===== src/rtl/sv39_tlb.sv =====
// sv39_tlb: fully-associative Sv39 translation cache in front of the walker.
// Hits answer combinationally; misses walk, refill, then replay as a hit.
module sv39_tlb #(
    parameter int ADDR_WIDTH = 64,
    parameter int ENTRY_NUM  = 8
) (
    input  logic                  clk,
    input  logic                  rst,
    input  logic                  req,
    input  logic [ADDR_WIDTH-1:0] va,
    input  logic [ADDR_WIDTH-1:0] satp_ppn,
    input  logic                  flush,
    output logic                  stall,
    output logic                  resp_valid,
    output logic [ADDR_WIDTH-1:0] pa,
    output logic                  page_fault,
    output logic                  twu_request,
    output logic [ADDR_WIDTH-1:0] twu_va,
    output logic [ADDR_WIDTH-1:0] twu_ppn_base,
    input  logic [ADDR_WIDTH-1:0] twu_pte,
    input  logic                  twu_finish
);
    localparam int IW = $clog2(ENTRY_NUM);

    typedef enum logic [1:0] {
        IDLE,
        WALK_REQ,
        WALK_WAIT,
        REFILL
    } state_t;

    state_t state, state_nxt;

    logic [ENTRY_NUM-1:0]       valid;
    logic [ENTRY_NUM-1:0][26:0] tag;
    logic [ENTRY_NUM-1:0][43:0] ppn;
    logic [ENTRY_NUM-1:0][7:0]  flags;
    logic [IW-1:0]              rr_ptr;
    logic [ADDR_WIDTH-1:0]      va_q;
    logic [ADDR_WIDTH-1:0]      pte_q;
    logic                       discard;

    logic          hit;
    logic [43:0]   hit_ppn;
    logic          has_free;
    logic [IW-1:0] free_idx;
    logic [IW-1:0] victim;
    logic          pte_fault;
    logic          walking;
    logic          latch_va;
    logic          fill;
    logic          unused_bits;

    // Tags are unique, so OR-ing the matching PPNs selects the single hit.
    always_comb begin
        hit     = 1'b0;
        hit_ppn = '0;
        for (int i = 0; i < ENTRY_NUM; i++) begin
            if (valid[i] && tag[i] == va[38:12]) begin
                hit     = 1'b1;
                hit_ppn = hit_ppn | ppn[i];
            end
        end
    end

    always_comb begin
        has_free = 1'b0;
        free_idx = '0;
        for (int i = ENTRY_NUM - 1; i >= 0; i--) begin
            if (!valid[i]) begin
                has_free = 1'b1;
                free_idx = IW'(i);
            end
        end
    end

    assign victim       = has_free ? free_idx : rr_ptr;
    assign walking      = (state == WALK_REQ) || (state == WALK_WAIT);
    assign twu_ppn_base = satp_ppn;

    assign pte_fault = !pte_q[0]
                     || (pte_q[3:1] == 3'b000)
                     || (pte_q[2] && !pte_q[1]);

    always_comb begin
        state_nxt   = state;
        stall       = 1'b0;
        resp_valid  = 1'b0;
        page_fault  = 1'b0;
        twu_request = 1'b0;
        pa          = '0;
        twu_va      = va_q;
        latch_va    = 1'b0;
        fill        = 1'b0;
        unique case (state)
            IDLE: begin
                if (req && hit) begin
                    resp_valid = 1'b1;
                    pa[55:0]   = {hit_ppn, va[11:0]};
                end else if (req) begin
                    stall     = 1'b1;
                    latch_va  = 1'b1;
                    twu_va    = va;
                    state_nxt = WALK_REQ;
                end
            end
            WALK_REQ: begin
                twu_request = 1'b1;
                stall       = 1'b1;
                state_nxt   = WALK_WAIT;
            end
            WALK_WAIT: begin
                stall = 1'b1;
                if (twu_finish) begin
                    state_nxt = REFILL;
                end
            end
            REFILL: begin
                state_nxt = IDLE;
                if (pte_fault) begin
                    resp_valid = 1'b1;
                    page_fault = 1'b1;
                end else begin
                    stall = 1'b1;
                    fill  = !discard;
                end
            end
            default: state_nxt = IDLE;
        endcase
        if (rst) begin
            stall       = 1'b0;
            resp_valid  = 1'b0;
            page_fault  = 1'b0;
            twu_request = 1'b0;
            pa          = '0;
            twu_va      = '0;
            latch_va    = 1'b0;
            fill        = 1'b0;
        end
    end

    always_ff @(posedge clk) begin
        if (rst) begin
            state   <= IDLE;
            valid   <= '0;
            rr_ptr  <= '0;
            va_q    <= '0;
            pte_q   <= '0;
            discard <= 1'b0;
        end else begin
            state <= state_nxt;
            if (latch_va) begin
                va_q <= va;
            end
            if (state == WALK_WAIT && twu_finish) begin
                pte_q <= twu_pte;
            end
            if (flush) begin
                valid <= '0;
            end else if (fill) begin
                valid[victim] <= 1'b1;
            end
            if (fill && !flush && !has_free) begin
                rr_ptr <= rr_ptr + IW'(1);
            end
            // A flush mid-walk poisons the in-flight result.
            if (flush && walking) begin
                discard <= 1'b1;
            end else if (state == REFILL) begin
                discard <= 1'b0;
            end
        end
    end

    always_ff @(posedge clk) begin
        if (fill && !flush) begin
            tag[victim]   <= va_q[38:12];
            ppn[victim]   <= pte_q[53:10];
            flags[victim] <= pte_q[7:0];
        end
    end

    assign unused_bits = ^{va[ADDR_WIDTH-1:39], pte_q[ADDR_WIDTH-1:54],
                           pte_q[9:8], flags};

endmodule

===== config.mk =====
export PLATFORM = sky130hd
export DESIGN_NAME = sv39_tlb
export DESIGN_NICKNAME = d
export VERILOG_FILES = /design/src/rtl/sv39_tlb.sv
export SDC_FILE = /design/constraint.sdc
export NUM_CORES = 1
export LEC_CHECK = 0
export CAP_MARGIN = 0
export CORE_UTILIZATION = 50
export DETAILED_ROUTE_END_ITERATION = 12
export PLACE_DENSITY = 0.77
export SYNTH_ARGS = -nofsm -noshare
export SYNTH_HDL_FRONTEND = slang
export SYNTH_SLANG_ARGS = --single-unit

===== constraint.sdc =====
create_clock -name clk -period 7.68 [get_ports clk]
set_clock_uncertainty 0.15 [all_clocks]
set_input_delay 1.92 -clock clk [delete_from_list [all_inputs] [get_ports clk]]
set_output_delay 1.92 -clock clk [all_outputs]
set_load 0.03 [all_outputs]

==> results.toml <==
[worst_setup_path]
r2r-end = "tag[162]$_DFFE_PP_"
crit_start = "va[14]"
timing.critical_path.to = "pa[51]"
r2r_setup_slack_ns = 4.06
reg2reg_from = "valid[7]$_SDFFE_PP0P_"
startpoint_type_of_the_worst_setup_path = "primary input"
setup.worst_path.end_class = "output pin"
worst_r2r_path_depth = 8
critical_path.max_fanout = 26
cp.required_ns = 5.61
critical_path_class = "in2out"
timing.critical_path.arrival_ns = 5.52

[synthesis]
seq_area_frac_synth_pct = 67.8
synth_edf_count = 568
synth-seq-cells = 694
synthFlopType = "edfxtp_1"
synthTopCellsByArea = "edfxtp_1, dfxtp_1, xnor2_1"
netlist_instances = 1985
async_reset_ff_share_pct = 0
yosysTopAreaCell = "edfxtp_1"
synth_cell_types = 43
fraction_of_synthesized_cell_area_taken_by_the_top_area_cell_type_pct = 59.1
syn-cell-area_mm2 = 0.0289
synthesis.area_per_instance_um2 = 14.5
number_of_synthesis_warnings = 0

[power]
power.total_mw = 9.08
power.static_leakage_nw = 11.9
power-per-cell-area_mw_per_mm2 = 257
peakVddDrop_mv = 0.187

[place]
placed_cells_incl_taps = 2938
finalWeightedCongestion = 0.880
place.detailed.hpwl_um = 49800
port_buffers = 240
placement.cell_area_mm2 = 0.0328
place_worst_setup_slack_ns = 0.0488

[finish]
ff_latch_area_mm2 = 0.0196
fill_cells = 4008
multi_input_area_mm2 = 0.00831
post_route_cells_drive_above_1_share_pct = 18.3
fin_util_pct = 62.2
num-nets-final = 2459
fin_area_mm2 = 0.0353
final_cell_count_no_fill = 3072
area_growth_from_synthesis_to_final_layout_pct = 22.3

[detailed_routing]
remaining_drc_errors = 0
routed_via_density = 5.96
wl_per_cell_um = 26.0
drtPass1Iterations = 6
routed_wirelength_um = 80000
via_count = 18300
postRouteAntennaNets = 0
drtIter0Drc = 1939

[hold_path]
min_path_type = "reg2reg"

[timing]
fmax_achieved_mhz = 132
timing.hold.ws_ns = 0.310
setup_total_negative_slack_ns = 0
timing.max_slew.rel_slack_pct = 20.3
grt_setup_unrepaired = "false"
finalCritPeriodShare_pct = 98.8
setup_ws_ns = 0.0924
post-route-min-period_ns = 7.59
setup_violations = 0
finalHoldViolCount = 0
maxSlewViolCount = 0
transition_time_at_the_pin_with_the_least_slew_margin_ns = 1.19

[global_route]
grt_antenna_before_repair = 2
first_global_vias = 18600
maximum_number_of_pins_on_one_net_before_global_route_repair = 116
leftover_overflow_at_the_end_of_global_routing = 0
grt_usage_pct = 26.9
global_route_wire_length_before_repair_um = 117000

[clocking]
tritoncts_clock_tree = "done"
cts_inserted_buffers = 72
holdBufCountCts = 0
depth_of_the_cts_h_tree = 3
root_cell_of_the_clock_tree = "clkbuf_16"
ctsLongestPathBuffers = 3
clkTransAtPathRegs_ns = 0.06
post-cts-setup-buffers = 0
worstSkewPairLatency_ns = 0.63
cts.sink_count = 694

[floorplan]
number_of_rows_created_at_floorplan = 87
floorplan.initialDensity_pct = 50.9
chipWidth_um = 242
core-area_mm2 = 0.0567
die_h_um = 242
io_pins = 393
die-area_mm2 = 0.0587

[outcome]
run_status = "finished, final reports clean"

[run]
max_cap_viol = 0
==> worst min path at each step <==
stage | depth (start not counted) | end | slack, ns | from
6_report | 2 | pte_q[3]$_SDFFE_PP0P_ | 0.31 | pte_q[3]$_SDFFE_PP0P_
2_1_floorplan | 2 | pte_q[3]$_SDFFE_PP0P_ | 0.28 | pte_q[3]$_SDFFE_PP0P_
4_1_cts | 2 | pte_q[3]$_SDFFE_PP0P_ | 0.31 | pte_q[3]$_SDFFE_PP0P_
5_1_grt | 2 | pte_q[2]$_SDFFE_PP0P_ | 0.34 | pte_q[2]$_SDFFE_PP0P_
3_3_place_gp | 2 | pte_q[3]$_SDFFE_PP0P_ | 0.30 | pte_q[3]$_SDFFE_PP0P_
3_5_place_dp | 2 | pte_q[3]$_SDFFE_PP0P_ | 0.30 | pte_q[3]$_SDFFE_PP0P_
==> cells in the mapped netlist (2+ instances only) <==
library cell,n
nand2_1,107
nand3b_1,2
nand4_1,111
or4_1,7
buf_6,4
xnor2_1,212
buf_4,73
edfxtp_1,568
clkbuf_1,64
a22o_1,44
and3_1,2
nor4_1,13
nand3_1,6
nor2_1,22
a21oi_1,53
ha_1,6
xor2_1,6
a31oi_2,32
a31oi_1,12
or3_1,2
nor2b_1,3
a211oi_1,2
nor4_4,7
o21a_1,4
buf_2,43
nand2b_1,130
dfxtp_1,126
a221oi_1,45
and2_1,14
o211ai_1,3
a22oi_1,93
a21boi_0,2
o21ai_0,4
mux2i_1,130
inv_1,7
nor4b_1,2
nor3_1,18
==> power breakdown <==
part	switching [mW]	leakage [nW]	internal, mW
sequential	0.174	6.54	4.21
clock	1.50	1.23	2.17
combinational	0.560	4.08	0.472
total	2.23	11.9	6.85
==> state kept, by name, indices dropped and copies added (netlist names) <==
signal / count
discard: 1
ppn: 352
pte_q: 48
rr_ptr: 3
state: 2
tag: 216
va_q: 64
valid: 8
==> what timing repair did <==
item	4_1_cts	5_1_grt
endpoints found under the setup margin	0	9
resized for setup	0	2
hold endpoints to repair	0	0
==> worst max-delay path, cell delays in order <==
cell and delay (ns):
clkdlybuf4s50_1 0.57, xnor2_1 0.46, nand4_1 0.17, or4_1 0.62, nor4_4 0.31, buf_4 0.44
buf_4 0.32, a22oi_1 0.09, a31oi_1 0.29, buf_4 0.18, buf_12 0.11
==> layer usage <==
layer	vias up	GRT usage [%]	share of wire, %
met4	4	8.88	2.4
met1	9100	35.0	39
met3	137	5.80	10
met5	-	0.245	0.030
li1	8018	-	-
met2	1061	44.9	49
==> placed cells by master (no fill, tap or decap), types with 6 or more instances in the layout <==
master,instances
a21oi_1,53
a221oi_1,45
a22o_1,44
a22oi_1,93
a31oi_1,12
a31oi_2,32
and2_1,13
buf_12,63
buf_4,195
bufinv_16,9
clkbuf_1,12
clkbuf_16,73
clkbuf_8,9
clkdlybuf4s50_1,115
clkinv_1,8
clkinv_2,11
conb_1,8
dfxtp_1,126
edfxtp_1,568
ha_1,6
inv_1,7
mux2i_1,130
nand2_1,106
nand2b_1,130
nand3_1,6
nand4_1,111
nor2_1,17
nor3_1,14
nor4_1,13
nor4_4,7
or4_1,7
xnor2_1,212
xor2_1,6
==> kinds of logic (layout without fill, tap and decap cells) <==
kind of cell	after synthesis	after routing	synth area share, %
DFF	694	694	67.8
and+or+nand+nor	448	448	8.93
AOI/OAI and AO/OA	296	296	8.10
xor gates and xnor gates	218	218	6.62
buffers and inverters	192	515	3.74
muxes	130	130	4.51
adders and majority gates	6	6	0.260
other	1	9	0.0130
==> area by class of cell <==
class	count	area share, %
clock buffer	94	5.65
clock inverter	39	1.52
antenna	1	0.00709
inverter	7	0.0744
sequential	694	55.5
tap	756	2.68
timing repair buffer	375	11.1
multi-input combinational	1106	23.5
No activity file was read; power rests on OpenSTA's default activity.
